### src/rtl/pe_group_feeder_pkg.sv
// pe_group_feeder_pkg
//   Shared definitions for the PE-group feeder: top FSM state encoding,
//   memory read latency and per-channel word totals for one tile.
package pe_group_feeder_pkg;

  typedef enum logic [1:0] {
    IDLE = 2'd0,
    RUN  = 2'd1,
    FIN  = 2'd2
  } feederState_e;

  // Scratchpad read data is valid exactly this many cycles after RdEn.
  // The channel pipeline tracks a single in-flight bit, which only holds
  // for a latency of one.
  localparam int RdLatency = 1;

  // W words per tile: the same W_PEGroupSize weights in every block.
  function automatic int wTotal(input int blockCount, input int wSize);
    return blockCount * wSize;
  endfunction

  // I words per tile: full window in block 0, then an O-sized increment
  // in each later block.
  function automatic int iTotal(input int blockCount, input int iSize, input int oSize);
    return iSize + (blockCount - 1) * oSize;
  endfunction

  // O words per tile: partial sums are only sent in block 0.
  function automatic int oTotal(input int oSize);
    return oSize;
  endfunction

endpackage

### src/rtl/pe_group_feeder_if.sv
// pe_group_feeder_if
//   Bundles the tile-control, scratchpad read and PE-group stream signals
//   of the feeder.
//   master: feeder side (drives Busy/Done, read strobes/addresses, streams)
//   slave : environment side (tile controller, scratchpads, PE group)
//
// Stream handshake: a word transfers on a clock edge where DataOutValid and
// DataOutRdy are both high. Once Valid is raised it stays high, with
// DataOut unchanged, until that transfer happens. Rdy may be high before
// Valid, and Valid never depends combinationally on Rdy.
interface pe_group_feeder_if #(
  parameter int DataWidth = 32,
  parameter int AddrWidth = 10
);
  logic                 Start;
  logic [AddrWidth-1:0] W_Base, I_Base, O_Base;
  logic                 Busy;
  logic                 Done;

  logic                 W_RdEn, I_RdEn, O_RdEn;
  logic [AddrWidth-1:0] W_RdAddr, I_RdAddr, O_RdAddr;
  logic [DataWidth-1:0] W_RdData, I_RdData, O_RdData;

  logic                 W_DataOutValid, I_DataOutValid, O_DataOutValid;
  logic                 W_DataOutRdy, I_DataOutRdy, O_DataOutRdy;
  logic [DataWidth-1:0] W_DataOut, I_DataOut, O_DataOut;

  modport master (
    input  Start, W_Base, I_Base, O_Base,
    input  W_RdData, I_RdData, O_RdData,
    input  W_DataOutRdy, I_DataOutRdy, O_DataOutRdy,
    output Busy, Done,
    output W_RdEn, I_RdEn, O_RdEn,
    output W_RdAddr, I_RdAddr, O_RdAddr,
    output W_DataOutValid, I_DataOutValid, O_DataOutValid,
    output W_DataOut, I_DataOut, O_DataOut
  );

  modport slave (
    output Start, W_Base, I_Base, O_Base,
    output W_RdData, I_RdData, O_RdData,
    output W_DataOutRdy, I_DataOutRdy, O_DataOutRdy,
    input  Busy, Done,
    input  W_RdEn, I_RdEn, O_RdEn,
    input  W_RdAddr, I_RdAddr, O_RdAddr,
    input  W_DataOutValid, I_DataOutValid, O_DataOutValid,
    input  W_DataOut, I_DataOut, O_DataOut
  );
endinterface

### src/rtl/pe_feed_channel.sv
// pe_feed_channel
//   One stream channel of the feeder: issues Total scratchpad reads per
//   tile, buffers returning words in a 2-entry FIFO and presents them on a
//   valid/rdy stream.
//   Ports:
//     clk, aclr      clock, synchronous active-high reset
//     launch         accepted tile start; issues word 0 at baseIn this cycle
//     run            tile in progress (top FSM in RUN)
//     baseIn         tile base address, latched on launch
//     rdEn/rdAddr    scratchpad read strobe and address
//     rdData         read data, valid one cycle after rdEn
//     dataOutValid/dataOutRdy/dataOut  output stream
//     finishing      accept count equals Total after this cycle's edge
//   RepeatMode != 0 makes the address offset (index mod Period), otherwise
//   the offset is the linear word index.
module pe_feed_channel #(
  parameter int DataWidth  = 32,
  parameter int AddrWidth  = 10,
  parameter int Total      = 16,
  parameter int RepeatMode = 0,
  parameter int Period     = 4
) (
  input  logic                 clk,
  input  logic                 aclr,
  input  logic                 launch,
  input  logic                 run,
  input  logic [AddrWidth-1:0] baseIn,
  output logic                 rdEn,
  output logic [AddrWidth-1:0] rdAddr,
  input  logic [DataWidth-1:0] rdData,
  output logic                 dataOutValid,
  input  logic                 dataOutRdy,
  output logic [DataWidth-1:0] dataOut,
  output logic                 finishing
);

  localparam int CountWidth = $clog2(Total + 1);

  logic [CountWidth-1:0] issueCnt, acceptCnt, issueIdx;
  logic [CountWidth:0]   acceptNext;
  logic [AddrWidth-1:0]  baseReg, addrBase, offset;
  logic                  inFlight;
  logic [DataWidth-1:0]  fifoMem [2];
  logic                  wrPtr, rdPtr;
  logic [1:0]            fifoCnt;
  logic                  push, pop, canIssue;

  assign push         = inFlight;
  assign pop          = dataOutValid & dataOutRdy;
  assign dataOutValid = (fifoCnt != 2'd0);
  assign dataOut      = fifoMem[rdPtr];

  // Occupancy after this edge is fifoCnt + arriving word - departing word.
  // Issuing only while that is below 2 leaves a slot for the new read's
  // data, so nothing is dropped under backpressure, yet a pop in the same
  // cycle still frees a slot and keeps one word per cycle flowing.
  assign canIssue = run && (issueCnt < CountWidth'(Total)) &&
                    (({1'b0, fifoCnt} + {2'b00, inFlight} - {2'b00, pop}) < 3'd2);

  // The launch cycle issues word 0 straight from the incoming base so the
  // first word is on the stream two cycles after Start.
  assign rdEn     = launch | canIssue;
  assign issueIdx = launch ? '0 : issueCnt;
  assign addrBase = launch ? baseIn : baseReg;

  always_comb begin
    offset = AddrWidth'(issueIdx);
    if (RepeatMode != 0) begin
      offset = AddrWidth'(issueIdx % CountWidth'(Period));
    end
  end

  // Address arithmetic wraps modulo 2^AddrWidth.
  assign rdAddr = addrBase + offset;

  assign acceptNext = {1'b0, acceptCnt} + (CountWidth + 1)'(pop);
  assign finishing  = (acceptNext == (CountWidth + 1)'(Total));

  always_ff @(posedge clk) begin
    if (aclr) begin
      issueCnt   <= '0;
      acceptCnt  <= '0;
      baseReg    <= '0;
      inFlight   <= 1'b0;
      wrPtr      <= 1'b0;
      rdPtr      <= 1'b0;
      fifoCnt    <= 2'd0;
      fifoMem[0] <= '0;
      fifoMem[1] <= '0;
    end else begin
      inFlight <= rdEn;
      if (launch) begin
        baseReg   <= baseIn;
        issueCnt  <= CountWidth'(1);
        acceptCnt <= '0;
      end else begin
        if (canIssue) issueCnt  <= issueCnt + 1'b1;
        if (pop)      acceptCnt <= acceptCnt + 1'b1;
      end
      if (push) begin
        fifoMem[wrPtr] <= rdData;
        wrPtr          <= ~wrPtr;
      end
      if (pop) rdPtr <= ~rdPtr;
      fifoCnt <= fifoCnt + 2'(push) - 2'(pop);
    end
  end

endmodule

### src/rtl/pe_group_feeder.sv
// pe_group_feeder
//   Tile sequencer feeding the W, I and O streams of one PE group from
//   three scratchpad read ports. Each tile sends W_PEGroupSize weights per
//   block (repeated every block), the full I window in block 0 plus an
//   O-sized increment in every later block, and the O partial sums once.
//   Ports:
//     clk, aclr   clock, synchronous active-high reset
//     bus         pe_group_feeder_if.master: Start/bases/Busy/Done, the
//                 three read ports and the three output streams
//     stateDbg    current top FSM state
//     blockDbg    W block currently being accepted (wraps to 0 at tile end)
module pe_group_feeder
  import pe_group_feeder_pkg::*;
#(
  parameter int DataWidth       = 32,
  parameter int AddrWidth       = 10,
  parameter int W_PEGroupSize   = 4,
  parameter int O_PEGroupSize   = 4,
  parameter int I_PEGroupSize   = 7,
  parameter int BlockCount      = 4,
  parameter int BlockCountWidth = 2
) (
  input  logic                       clk,
  input  logic                       aclr,
  pe_group_feeder_if.master          bus,
  output feederState_e               stateDbg,
  output logic [BlockCountWidth-1:0] blockDbg
);

  localparam int WordIdxWidth = (W_PEGroupSize > 1) ? $clog2(W_PEGroupSize) : 1;

  feederState_e state, stateNext;
  logic         launch, run;
  logic         wFin, iFin, oFin;
  logic         wHs;
  logic [WordIdxWidth-1:0]    wordInBlk;
  logic [BlockCountWidth-1:0] blockCnt;

  // Start is only honoured in IDLE; in RUN and FIN it is ignored.
  assign launch = bus.Start && (state == IDLE);
  assign run    = (state == RUN);

  always_ff @(posedge clk) begin
    if (aclr) state <= IDLE;
    else      state <= stateNext;
  end

  // Channel finish flags already include this cycle's handshake, so FIN
  // (and Done) lands the cycle after the last channel's final transfer.
  always_comb begin
    stateNext = state;
    unique case (state)
      IDLE:    if (bus.Start) stateNext = RUN;
      RUN:     if (wFin && iFin && oFin) stateNext = FIN;
      FIN:     stateNext = IDLE;
      default: stateNext = IDLE;
    endcase
  end

  assign bus.Busy = (state != IDLE);
  assign bus.Done = (state == FIN);
  assign stateDbg = state;

  // Block tracking follows the W stream: every W_PEGroupSize accepted
  // weights close a block, and BlockCount blocks bring it back to 0.
  assign wHs = bus.W_DataOutValid & bus.W_DataOutRdy;

  always_ff @(posedge clk) begin
    if (aclr || launch) begin
      wordInBlk <= '0;
      blockCnt  <= '0;
    end else if (wHs) begin
      if (wordInBlk == WordIdxWidth'(W_PEGroupSize - 1)) begin
        wordInBlk <= '0;
        blockCnt  <= blockCnt + 1'b1;
      end else begin
        wordInBlk <= wordInBlk + 1'b1;
      end
    end
  end

  assign blockDbg = blockCnt;

  pe_feed_channel #(
    .DataWidth (DataWidth),
    .AddrWidth (AddrWidth),
    .Total     (wTotal(BlockCount, W_PEGroupSize)),
    .RepeatMode(1),
    .Period    (W_PEGroupSize)
  ) wChan (
    .clk         (clk),
    .aclr        (aclr),
    .launch      (launch),
    .run         (run),
    .baseIn      (bus.W_Base),
    .rdEn        (bus.W_RdEn),
    .rdAddr      (bus.W_RdAddr),
    .rdData      (bus.W_RdData),
    .dataOutValid(bus.W_DataOutValid),
    .dataOutRdy  (bus.W_DataOutRdy),
    .dataOut     (bus.W_DataOut),
    .finishing   (wFin)
  );

  pe_feed_channel #(
    .DataWidth (DataWidth),
    .AddrWidth (AddrWidth),
    .Total     (iTotal(BlockCount, I_PEGroupSize, O_PEGroupSize)),
    .RepeatMode(0),
    .Period    (1)
  ) iChan (
    .clk         (clk),
    .aclr        (aclr),
    .launch      (launch),
    .run         (run),
    .baseIn      (bus.I_Base),
    .rdEn        (bus.I_RdEn),
    .rdAddr      (bus.I_RdAddr),
    .rdData      (bus.I_RdData),
    .dataOutValid(bus.I_DataOutValid),
    .dataOutRdy  (bus.I_DataOutRdy),
    .dataOut     (bus.I_DataOut),
    .finishing   (iFin)
  );

  pe_feed_channel #(
    .DataWidth (DataWidth),
    .AddrWidth (AddrWidth),
    .Total     (oTotal(O_PEGroupSize)),
    .RepeatMode(0),
    .Period    (1)
  ) oChan (
    .clk         (clk),
    .aclr        (aclr),
    .launch      (launch),
    .run         (run),
    .baseIn      (bus.O_Base),
    .rdEn        (bus.O_RdEn),
    .rdAddr      (bus.O_RdAddr),
    .rdData      (bus.O_RdData),
    .dataOutValid(bus.O_DataOutValid),
    .dataOutRdy  (bus.O_DataOutRdy),
    .dataOut     (bus.O_DataOut),
    .finishing   (oFin)
  );

endmodule

### src/flat_wrapper.sv
// flat-port wrapper written by rule: the top's interface ports become plain ports
module pe_group_feeder_flat import pe_group_feeder_pkg::*;
#(
  parameter int DataWidth       = 32,
  parameter int AddrWidth       = 10,
  parameter int W_PEGroupSize   = 4,
  parameter int O_PEGroupSize   = 4,
  parameter int I_PEGroupSize   = 7,
  parameter int BlockCount      = 4,
  parameter int BlockCountWidth = 2
)
  (clk, aclr, stateDbg, blockDbg, bus_Start, bus_W_Base, bus_I_Base, bus_O_Base, bus_W_RdData, bus_I_RdData, bus_O_RdData, bus_W_DataOutRdy, bus_I_DataOutRdy, bus_O_DataOutRdy, bus_Busy, bus_Done, bus_W_RdEn, bus_I_RdEn, bus_O_RdEn, bus_W_RdAddr, bus_I_RdAddr, bus_O_RdAddr, bus_W_DataOutValid, bus_I_DataOutValid, bus_O_DataOutValid, bus_W_DataOut, bus_I_DataOut, bus_O_DataOut);
  pe_group_feeder_if #(.DataWidth(DataWidth), .AddrWidth(AddrWidth)) bus_i ();
  input  logic clk;
  input  logic aclr;
  output feederState_e stateDbg;
  output logic [BlockCountWidth-1:0] blockDbg;
  input wire logic [$bits(bus_i.Start)-1:0] bus_Start;
  input wire logic [$bits(bus_i.W_Base)-1:0] bus_W_Base;
  input wire logic [$bits(bus_i.I_Base)-1:0] bus_I_Base;
  input wire logic [$bits(bus_i.O_Base)-1:0] bus_O_Base;
  input wire logic [$bits(bus_i.W_RdData)-1:0] bus_W_RdData;
  input wire logic [$bits(bus_i.I_RdData)-1:0] bus_I_RdData;
  input wire logic [$bits(bus_i.O_RdData)-1:0] bus_O_RdData;
  input wire logic [$bits(bus_i.W_DataOutRdy)-1:0] bus_W_DataOutRdy;
  input wire logic [$bits(bus_i.I_DataOutRdy)-1:0] bus_I_DataOutRdy;
  input wire logic [$bits(bus_i.O_DataOutRdy)-1:0] bus_O_DataOutRdy;
  output wire logic [$bits(bus_i.Busy)-1:0] bus_Busy;
  output wire logic [$bits(bus_i.Done)-1:0] bus_Done;
  output wire logic [$bits(bus_i.W_RdEn)-1:0] bus_W_RdEn;
  output wire logic [$bits(bus_i.I_RdEn)-1:0] bus_I_RdEn;
  output wire logic [$bits(bus_i.O_RdEn)-1:0] bus_O_RdEn;
  output wire logic [$bits(bus_i.W_RdAddr)-1:0] bus_W_RdAddr;
  output wire logic [$bits(bus_i.I_RdAddr)-1:0] bus_I_RdAddr;
  output wire logic [$bits(bus_i.O_RdAddr)-1:0] bus_O_RdAddr;
  output wire logic [$bits(bus_i.W_DataOutValid)-1:0] bus_W_DataOutValid;
  output wire logic [$bits(bus_i.I_DataOutValid)-1:0] bus_I_DataOutValid;
  output wire logic [$bits(bus_i.O_DataOutValid)-1:0] bus_O_DataOutValid;
  output wire logic [$bits(bus_i.W_DataOut)-1:0] bus_W_DataOut;
  output wire logic [$bits(bus_i.I_DataOut)-1:0] bus_I_DataOut;
  output wire logic [$bits(bus_i.O_DataOut)-1:0] bus_O_DataOut;
  assign bus_i.Start = bus_Start;
  assign bus_i.W_Base = bus_W_Base;
  assign bus_i.I_Base = bus_I_Base;
  assign bus_i.O_Base = bus_O_Base;
  assign bus_i.W_RdData = bus_W_RdData;
  assign bus_i.I_RdData = bus_I_RdData;
  assign bus_i.O_RdData = bus_O_RdData;
  assign bus_i.W_DataOutRdy = bus_W_DataOutRdy;
  assign bus_i.I_DataOutRdy = bus_I_DataOutRdy;
  assign bus_i.O_DataOutRdy = bus_O_DataOutRdy;
  assign bus_Busy = bus_i.Busy;
  assign bus_Done = bus_i.Done;
  assign bus_W_RdEn = bus_i.W_RdEn;
  assign bus_I_RdEn = bus_i.I_RdEn;
  assign bus_O_RdEn = bus_i.O_RdEn;
  assign bus_W_RdAddr = bus_i.W_RdAddr;
  assign bus_I_RdAddr = bus_i.I_RdAddr;
  assign bus_O_RdAddr = bus_i.O_RdAddr;
  assign bus_W_DataOutValid = bus_i.W_DataOutValid;
  assign bus_I_DataOutValid = bus_i.I_DataOutValid;
  assign bus_O_DataOutValid = bus_i.O_DataOutValid;
  assign bus_W_DataOut = bus_i.W_DataOut;
  assign bus_I_DataOut = bus_i.I_DataOut;
  assign bus_O_DataOut = bus_i.O_DataOut;
  pe_group_feeder #(.DataWidth(DataWidth), .AddrWidth(AddrWidth), .W_PEGroupSize(W_PEGroupSize), .O_PEGroupSize(O_PEGroupSize), .I_PEGroupSize(I_PEGroupSize), .BlockCount(BlockCount), .BlockCountWidth(BlockCountWidth)) u_core (.clk(clk), .aclr(aclr), .bus(bus_i), .stateDbg(stateDbg), .blockDbg(blockDbg));
endmodule
### config.mk
export PLATFORM = sky130hd
export DESIGN_NAME = pe_group_feeder_flat
export DESIGN_NICKNAME = d
export VERILOG_FILES = /design/src/rtl/pe_group_feeder_pkg.sv /design/src/rtl/pe_group_feeder_if.sv /design/src/rtl/pe_feed_channel.sv /design/src/rtl/pe_group_feeder.sv /design/src/flat_wrapper.sv
export SDC_FILE = /design/constraint.sdc
export NUM_CORES = 1
export LEC_CHECK = 0
export BUFFER_PORTS_ARGS = -buffer_cell sky130_fd_sc_hd__buf_2
export CELL_PAD_IN_SITES_DETAIL_PLACEMENT = 0
export CELL_PAD_IN_SITES_GLOBAL_PLACEMENT = 1
export CORE_MARGIN = 8
export CORE_UTILIZATION = 45
export DETAILED_ROUTE_END_ITERATION = 8
export PLACE_DENSITY = 0.92
export RECOVER_POWER = 50
export SLEW_MARGIN = 10
export SYNTH_ARGS = -nofsm -noshare
export SYNTH_HDL_FRONTEND = slang
export SYNTH_HIERARCHICAL = 1
export SYNTH_SLANG_ARGS = --single-unit
### constraint.sdc
create_clock -name clk -period 13.36 [get_ports clk]
set_clock_uncertainty 0.15 [all_clocks]
set_input_delay 3.34 -clock clk [delete_from_list [all_inputs] [get_ports clk]]
set_output_delay 3.34 -clock clk [all_outputs]
set_load 0.01 [all_outputs]
-- Word-level counts from Yosys, hierarchy flattened
Memories as Yosys holds them, arrays and structs flattened. A register that Yosys moved wholly into a read port is not among the register bits.
Cells that the tools add are included.
W data, S select, Z words.
- output and inout port bits: 138
- memory bits (read-only): 0
- memories: 3
- bits in latches: 0
- input port bits: 132
- word-level logic and storage cells: 148
- flip-flop bits (word level): 77
- RAM bits: 192
- reduce and logical (&&, ||, !) cells: 24
- $mul: 0
- muxes and demuxes: 42
- add/subtract/negate cells: 26
- bitwise operators: 12
- divide/modulo/power cells: 0
- equality and inequality tests: 8
- magnitude comparators: 6
- shift operators: 0
- memories (name ; words ; bits a word ; rd ports ; clocked after memory_dff ; wr ports ; RTL line ; text):
    u_core.iChan.fifoMem ; 2 ; 32 ; 1 ; 1 ; 2 ; pe_feed_channel.sv:43 ; logic [DataWidth-1:0] fifoMem [2];
    u_core.oChan.fifoMem ; 2 ; 32 ; 1 ; 1 ; 2 ; pe_feed_channel.sv:43 ;
    u_core.wChan.fifoMem ; 2 ; 32 ; 1 ; 1 ; 2 ; pe_feed_channel.sv:43 ;
- operators with widths (kind ; number):
    $mux W32 ; 3
    $reduce_or A32 Y1 ; 3
    $mux W10 ; 3
    $mux W1 ; 29
    $add A5 B1 Y5 const B ; 4
    $reduce_bool A2 Y1 ; 7
    $add A5 B1 Y6 ; 2
    $eq A6 B5 Y1 const B ; 2
    $add A10 B2 Y10 ; 1
    $add A10 B3 Y10 ; 1
    $add A10 B5 Y10 ; 1
    $lt A5 B5 Y1 const B ; 2
    $add A2 B1 Y3 ; 3
    $logic_and A1 B1 Y1 ; 9
    $lt A3 B2 Y1 const B ; 3
    $sub A3 B1 Y3 ; 3
    $mux W2 ; 4
    $add A2 B1 Y2 ; 3
    $add A3 B1 Y3 const B ; 2
    $not A1 Y1 ; 6
    $sub A2 B1 Y2 ; 3
    $mux W5 ; 1
    $add A2 B1 Y2 const B ; 2
    $add A3 B1 Y4 ; 1
    14 further kinds ; 20

-- Logic depth before layout (Yosys ltp)
Gate-level depths: netlist of the first run.
- depth in word-level cells: 8
- gate-level depth with buffers: 12
- mapped depth without buffers: 10

-- Modules after synthesis
The synthesis of the first run kept the hierarchy.
- by module, submodules not included (module ; cells an instance ; area an instance (um^2) ; times used ; sequential area each (um^2)):
    pe_feed_channel at u_core.iChan ; 333 ; 4187.8 ; 1 ; 2442.3
    pe_feed_channel at u_core.wChan ; 321 ; 4117.7 ; 1 ; 2442.3
    pe_feed_channel at u_core.oChan ; 308 ; 4016.4 ; 1 ; 2362.3
    pe_group_feeder ; 30 ; 275.3 ; 1 ; 120.1

-- Worst setup path before layout of the first run
No wires, ideal clock.
- path kind: input to output
- start: input port bus_Start
- end: output port bus_I_RdAddr[9]
- stages on the path: 8
- arrival: 5725 ps
- required time: 9870 ps
- buffers on the path: 1
- path slack: 4145 ps
- path through: nor3b_2 clkbuf_1 mux2_2 ha_1 and3_1 a211o_1 nand2_1 xor2_1
- word-level cells in the longest chain between the ends: 3
- elaborated cells between the ends (all ways): 4
- those cells by class: 1 x add/sub; 2 x mux; 1 x reduce/logical
- ends and longest elaborated chain (what ; RTL line ; text):
    start: declaration ; flat_wrapper.sv:18 ; input wire logic [$bits(bus_i.Start)-1:0] bus_Start;
    $logic_and A1 B1 Y1 ; pe_group_feeder.sv:40 ; assign launch = bus.Start && (state == IDLE);
    $mux W10 ; - ;
    named net u_core.iChan.addrBase[4] ; pe_feed_channel.sv:41 ; logic [AddrWidth-1:0] baseReg, addrBase, offset;
    $add A10 B5 Y10 ; pe_feed_channel.sv:74 ; assign rdAddr = addrBase + offset;
    end: declaration ; flat_wrapper.sv:34 ; output wire logic [$bits(bus_i.I_RdAddr)-1:0] bus_I_RdAddr;
The timed path passes the listed nets, and every way through them passes these cells.

-- Worst setup path in the final report of the first run
- start: input port bus_Start
- end: output port bus_I_RdAddr[6]
- word-level cells in the longest chain between the ends: 3
- elaborated cells between the ends (all ways): 4
- those cells by class: 1 x add/sub; 2 x mux; 1 x reduce/logical
- ends and longest elaborated chain (what ; RTL line ; text):
    $logic_and A1 B1 Y1 ; pe_group_feeder.sv:40 ;
    named net u_core.launch ; pe_group_feeder.sv:33 ; logic launch, run;
    $mux W10 ; - ;
    named net u_core.iChan.addrBase[0] ; pe_feed_channel.sv:41 ;
    $add A10 B5 Y10 ; pe_feed_channel.sv:74 ;
The timed path passes the listed nets, and every way through them passes these cells.

==> metrics.md, run 1 <==
| Metric | Value |
|---|---|
| Status | `finished with violations` |
| Failing checks | `capacitance limit, slew limit` |
| Core box area | `between 0.02 and 0.03 mm2` |
| Lkg Pwr | `approximately 6.3 nW` |
| Unique cell type count in the Yosys netlist | `57` |
| TritonCTS clock tree | `yes` |
| Syn avg cell area | `12.7 um2` |
| Worst rel slew slack | `-1.23` |
| Number of synthesized flops with an enable pin | `around 190` |
| Via count | `slightly above 8,000` |
| Vias in the first global route | `8,434` |
| Seq pwr share | `0.457` |
| Primary FF master, synth | `edfxtp_1` |
| Clk buf depth | `3` |
| Die X-Extent | `about 180 um` |
| CP max FO | `between 40 and 50` |
| Post-CTS Resized | `0` |
| Syn Nets | `approximately 1,200` |
| Synthesis-to-layout area growth | `20.3%` |
| Initial antenna violation count | `2` |
| Worst setup EP type | `primary output` |
| Mapped cell area | `~0.013 mm2` |
| Comb pwr share | `0.198` |
| Share of cells above drive strength 1 | `0.336` |
| Startpoint Class | `input pin` |
| Fin crit period | `about 11 ns` |
| Kind of critical path | `input pin to primary output` |
| Pwr Density | `147 mW/mm2` |
| Post-Synthesis Cells | `roughly 1,000` |
| First drt pass iteration count | `7` |
| F_max | `a little over 90 MHz` |
| Dpl hpwl | `between 15,000 and 20,000 um` |
| RSZ-0062 raised after global routing | `no` |
| Clock-pin slew on the worst setup and hold paths | `~0.06 ns` |
| Largest net degree at the start of global routing | `51` |
| Setup Fix Bufs, Post-CTS | `0` |
| Initial Util | `0.455` |
| Hold Crit Class | `register to register` |
| Die area | `0.0336 mm2` |
| P_sw | `0.581 mW` |
| #FFs+latches synth | `272` |
| Slew Viols, Final | `about 230` |
| Gr usage total | `0.160` |
| Int Pwr | `roughly 1.6 mW` |
| I/O pins | `270` |
| Total number of yosys warnings | `6` |
| Global-route wire length before repair | `43,700 um` |
| Final setup fails | `0` |
| Post-Route WL | `approximately 28,000 um` |
| Worst endpoint required time | `between 9 and 10 ns` |
| NumNets Final | `between 1,000 and 1,500` |
| Initial DRC Count | `428` |
| Core Rows | `slightly above 60` |
| Max Cap Violations | `7` |
| Ys async rst share | `0` |
| Post-synthesis sequential area ratio | `0.585` |
| Clock power share | `0.345` |
| Hold buffer count at CTS | `0` |
| Routability cong. | `~0.8` |
| DRC violation count after routing | `0` |
| CTS Sinks | `approximately 270` |
| Post-layout util | `0.547` |
| Clk_lat worst skew | `~0.53 ns` |
| Detail Route Antenna Nets | `0` |
| H-tree levels | `1` |
| IO Port Bufs | `between 200 and 300` |
| Total gr overflow | `0` |
| Fin. Hold Viols | `0` |
| Clock Tree Root | `clkbuf_16` |
| Fraction of the cycle the final worst path needs | `0.810` |
| Sw frac | `0.261` |
| Drt via density | `approximately 4.9` |
| WL/cell | `around 17 um` |
| Setup TNS | `0 ns` |
| Critical path arrival | `7.33 ns` |
| Worst-Margin Slew | `about 3.3 ns` |
| CTS buffer count | `29` |
| VDD IR max | `~0.000084 V` |
| Die height | `approximately 180 um` |
## critical path: stages
cell and delay [ns]:
buf_2 0.08, nor3b_1 1.41, buf_4 0.63, mux2_2 0.40, ha_1 0.21, inv_1 0.07
fa_1 0.20, nor2b_1 0.07, o31a_1 0.28, o21ai_0 0.21, xor2_1 0.17, mux2i_1 0.09
buf_2 0.16
## worst paths after layout
path              depth (start not counted)                          to  slack [ns]                      from
setup / recovery                         13             bus_I_RdAddr[6]        2.54                 bus_Start
hold / removal                            2    u_core/wChan/issueCnt[4]        0.34  u_core/wChan/issueCnt[4]
setup reg to reg                          2  u_core/wChan/fifoMem[1][7]        8.89     u_core/wChan/inFlight
hold reg to reg                           2    u_core/wChan/issueCnt[4]        0.34  u_core/wChan/issueCnt[4]
## state kept, by name, summed over array words and instances, names as in the netlist, 10 cells and up, named ones only
register              flops
u_core/iChan/baseReg     10
u_core/iChan/fifoMem     64
u_core/oChan/baseReg     10
u_core/oChan/fifoMem     64
u_core/wChan/baseReg     10
u_core/wChan/fifoMem     64
## kinds of logic after synthesis
| family | after synthesis | share of synthesized area |
|---|---|---|
| adder cells (fa/ha/maj) | 29 | 0.0324 |
| buffers and inverters | 72 | 0.0243 |
| XOR/XNOR | 52 | 0.0362 |
| AO/OA/AOI/OAI | 55 | 0.0332 |
| multiplexers | 130 | 0.114 |
| AND/OR/NAND/NOR | 382 | 0.175 |
| flip-flops | 272 | 0.585 |
## per-layer routing
layer  track usage  share of wire  wire length (um)
met5             0              0                 0
met2         0.281           0.49             13600
met1         0.192           0.42             11600
met4        0.0429          0.017               459
met3        0.0388          0.074              2060
## Yosys cell counts, drive strengths merged, types with 24 or more instances
master / n / share of area
nor2: 62 / 0.018
mux2i: 26 / 0.021
xor2: 27 / 0.019
clkbuf: 27 / 0.0080
edfxtp: 192 / 0.46
inv: 24 / 0.0072
xnor2: 25 / 0.017
and2: 196 / 0.097
dfxtp: 80 / 0.13
nor2b: 27 / 0.013
mux2: 104 / 0.093
nand2: 28 / 0.0083
## power groups by stage
| stage | sequential (mW) | clock (mW) | combinational (mW) |
|---|---|---|---|
| after global placement | 1.03 | 0 | 0.447 |
| final | 1.02 | 0.768 | 0.440 |
| after global routing | 1.03 | 0.827 | 0.486 |
| after CTS | 1.02 | 0.787 | 0.455 |
| after detailed placement | 1.04 | 0 | 0.452 |
| after floorplan | 1.03 | 0 | 0.290 |
## metrics by stage
step           worst slack [ns]  hold slack [ns]  instances  total power, mW  instance area, um2
6_report                   2.54            0.340       1657             2.23               15200
2_1_floorplan              4.15            0.291        992             1.32               12600
3_5_place_dp               3.49            0.322       1602             1.49               14300
3_3_place_gp               3.52            0.313       1602             1.48               14300
5_1_grt                    2.26            0.387       1657             2.34               15200
4_1_cts                    3.49            0.339       1655             2.26               15200
## layout make-up
cell class / instances / area, um2
fill: 2365 / 12500
timing repair buffer: 280 / 1390
inverter: 24 / 90.1
clock inverter: 13 / 114
tap: 378 / 473
multi-input combinational: 648 / 4910
antenna: 2 / 5.00
sequential: 272 / 7370
clock buffer: 40 / 807
## cells in the final DEF (no fill, tap or decap), types with 25 or more instances in the layout
| cell type | n |
|---|---|
| and2_0 | 99 |
| and2_1 | 97 |
| buf_2 | 258 |
| clkbuf_1 | 25 |
| clkbuf_16 | 29 |
| dfxtp_1 | 80 |
| edfxtp_1 | 192 |
| mux2_2 | 100 |
| mux2i_1 | 25 |
| nand2_1 | 28 |
| nor2_1 | 62 |
| nor2b_1 | 27 |
| xnor2_1 | 25 |
| xor2_1 | 27 |
Note: power is estimated with default switching activity, not from simulation.
==> run 2: changes to the inputs <==
Settings changed: ABC_AREA set to 1, CORE_UTILIZATION 45 to 42, PLACE_DENSITY 0.92 to 0.9.
Clock period 13.36 ns to 11.1 ns, I/O delays scaled along.
==> run 2 against run 1 <==
Critical path depth shrank 1. Critical path type unchanged. Combinational power grew 45%. The run still ends with capacitance limit, slew limit left. Register-to-register slack lost 0.47 ns. Utilization shrank 3.6 points.
==> metrics.md, run 2 <==
| Metric | Value |
|---|---|
| Post-layout util | `0.512 (-0.0355)` |
| Total power | `2.88 mW (+30%)` |
| Leading registers by flop count | `u_core/iChan/fifoMem: 64 flops, u_core/oChan/fifoMem: 64 flops, u_core/wChan/fifoMem: 64 flops` |
| Die height | `191 um (+4.4%)` |
| Via count | `9,487 (+17%)` |
| Core Rows | `64 (+4.9%)` |
| Most frequent cells in the layout | `nor2_1, buf_2, nand2_1` |
| Uppermost layer routed | `met5` |
| Synth top area cells | `edfxtp_1, dfxtp_1, nor2_1, mux2_2, nand2_1` |
| Fin crit period | `8.34 ns` |
| Hold Crit Class | `register to register` |
| Fraction of the cycle the final worst path needs | `0.752` |
| CP Launch Point | `bus_Start` |
| Routed wl met3 | `1990 um (-3.6%)` |
| Syn avg cell area | `9.78 um2 (-23%)` |
| Initial DRC Count | `442 (+3.3%)` |
| TritonCTS clock tree | `yes` |
| Setup TNS | `0 ns (unchanged)` |
| Area share of the largest cell type after synthesis | `0.447 (-0.0112)` |
| CTS buffer count | `30 (+3.4%)` |
| Initial Util | `0.424 (-0.0303)` |
| Die X-Extent | `191 um (+4.4%)` |
| CTS Sinks | `272 (unchanged)` |
| Dpl hpwl | `21,100 um (+11%)` |
| Primary FF master, synth | `edfxtp_1` |
| NumNets Final | `1,754 (+24%)` |
| Clock-pin slew on the worst setup and hold paths | `0.06 ns (about the same)` |
| Syn Nets | `1,481 (+28%)` |
| Kind of critical path | `input pin to primary output` |
| RSZ-0062 raised after global routing | `no` |
| Clk buf depth | `3 (unchanged)` |
| WL met2 | `15,000 um (+10%)` |
| RR Startpoint | `u_core/wChan/fifoCnt[1]` |
| I/O pins | `270 (unchanged)` |
| M1 WL | `12,300 um (+5.3%)` |
| CP max FO | `27 (-37%)` |
| Core box area | `0.0304 mm2 (+9.8%)` |
| Share of cells above drive strength 1 | `0.280 (-0.0558)` |
| Clock Tree Root | `clkbuf_16` |
| Pwr Density | `185 mW/mm2 (+26%)` |
| Setup Fix Bufs, Post-CTS | `0 (unchanged)` |
| Die area | `0.0366 mm2 (+9.0%)` |
| Final setup fails | `0 (unchanged)` |
| Startpoint Class | `input pin` |
| Worst endpoint required time | `8.18 ns (-1.69 ns)` |
| Commonest non-fill, non-tap cell in the layout | `nor2_1` |
| IO Port Bufs | `269 (unchanged)` |
| Worst-Margin Slew | `2.34 ns (-0.992 ns)` |
| Slew Viols, Final | `219 (-5.2%)` |
| Min-Delay Startpoint | `u_core/wChan/rdPtr` |
| Status | `finished with violations` |
| Failing checks | `capacitance limit, slew limit` |
| Worst setup EP type | `primary output` |
| Max Cap Violations | `6 (-1)` |
| H-tree levels | `1 (unchanged)` |
| Ys async rst share | `0 (unchanged)` |
| Fin. Hold Viols | `0 (unchanged)` |
| Mapped cell area | `0.0129 mm2 (+2.5%)` |
| Most instantiated cells after synthesis | `nor2_1, nand2_1, inv_1` |
| VDD IR max | `0.000145 V (+72%)` |
| Storage cell area | `0.00737 mm2 (unchanged)` |
| Post-Layout Cell Count | `2,014 (+22%)` |
| Post-CTS Resized | `0 (unchanged)` |
| First drt pass iteration count | `5 (-2)` |
| Cells on worst reg2reg path | `11 (+9)` |
| #FFs+latches synth | `272 (unchanged)` |
| Worst rel slew slack | `-0.562 (+0.666)` |
| DRC violation count after routing | `0 (unchanged)` |
| Total number of yosys warnings | `6 (unchanged)` |
| F_max | `around 120 MHz` |
| Depth of the worst hold-timing path | `1 (-1)` |
| WL/cell | `14.9 um (-11%)` |
| Global-route wire length before repair | `48,000 um (+9.8%)` |
| Critical path arrival | `5.42 ns (-1.91 ns)` |
| Unique cell type count in the Yosys netlist | `40 (-30%)` |
| Post-Route WL | `30,000 um (+8.1%)` |
| Clk_lat worst skew | `0.55 ns (+0.02 ns)` |
| Drt via density | `4.71 (-4.0%)` |
| Vias in the first global route | `9,863 (+17%)` |
| Total gr overflow | `0 (unchanged)` |
| Gr usage total | `0.160 (about the same)` |
| Initial antenna violation count | `4 (+2)` |
| Lkg Pwr | `7.36 nW (+17%)` |
| Post-synthesis sequential area ratio | `0.571 (-0.0143)` |
| Post-Synthesis Cells | `1,320 (+33%)` |
| Placed insts | `1,957 (+22%)` |
| Routability cong. | `0.835 (+4.5%)` |
| Most frequent cell after synthesis | `nor2_1` |
| Synthesis-to-layout area growth | `20.6%` |
| Detail Route Antenna Nets | `0 (unchanged)` |
| Largest area contributor in the netlist | `edfxtp_1` |
| Hold buffer count at CTS | `0 (unchanged)` |
| Filler cells | `2,860 (+21%)` |
| Number of synthesized flops with an enable pin | `192 (unchanged)` |
| Largest net degree at the start of global routing | `49 (-3.9%)` |
| Multi-input gate area | `0.00449 mm2 (-8.6%)` |
run 2: changes by cell type in the layout (fill, tap and decap cells not counted), moves of 31 or more:
cell / delta
and2_1: -97
and2_0: -99
inv_1: +172
nor2_1: +210
nand2_1: +186
nand3_1: +31
run 2: critical path: stages:
cell and delay [ns]:
buf_2 0.10, nand3_4 0.11, inv_2 0.42, buf_4 0.41, inv_2 0.18, nand2_1 0.12
nand2_1 0.07, ha_1 0.22, fa_1 0.42, nand3_2 0.14, xor2_1 0.25, buf_2 0.18
run 2: logic make-up (layout without fill, tap and decap cells):
group           Yosys count  in the layout  share of synthesized area
simple gates            586            586                      0.190
mux                      96             96                     0.0837
compound gates           68             68                     0.0284
flops                   272            272                      0.571
fa+ha+maj                29             29                     0.0316
xor+xnor                 24             24                     0.0163
other cells               0              1                          0
buf+inv                 245            542                     0.0799
run 2: worst paths after layout:
kind | endpoint | slack, ns
worst max-delay path | bus_W_RdAddr[4] | 2.76
worst min-delay path | u_core/wChan/rdPtr | 0.31
worst max register to register | u_core/wChan/issueCnt[0] | 8.42
worst min register to register | u_core/wChan/rdPtr | 0.31
run 2: layer usage:
layer,global-route usage,up-vias
met3,0.0354,50
met1,0.186,4436
met2,0.286,231
li1,-,4764
met4,0.0536,6
met5,0,-
run 2: layout make-up:
type | instances | share of cell area
Timing Repair Buffer | 284 | 0.0916
Clock inverter | 19 | 0.0139
Tap cell | 396 | 0.0318
Clock buffer | 37 | 0.0513
Sequential cell | 272 | 0.473
Inverter | 202 | 0.0493
Multi-Input combinational cell | 803 | 0.289
Antenna cell | 1 | 0.000161
run 2: where the power goes:
part	leakage, nW	internal, mW	total [mW]	switching (mW)
registers	2.65	1.19	1.23	0.0380
clock network	0.493	0.624	1.02	0.393
logic	4.22	0.257	0.640	0.383
total	7.36	2.07	2.88	0.814
run 2: stage by stage:
stage	instance area [um2]	hold WS [ns]	setup slack, ns
after detailed placement	14600	0.297	2.69
final	15600	0.311	2.76
after CTS	15600	0.306	2.68
after floorplan	12900	0.276	3.41
after global routing	15600	0.337	2.45
after global placement	14600	0.285	2.78
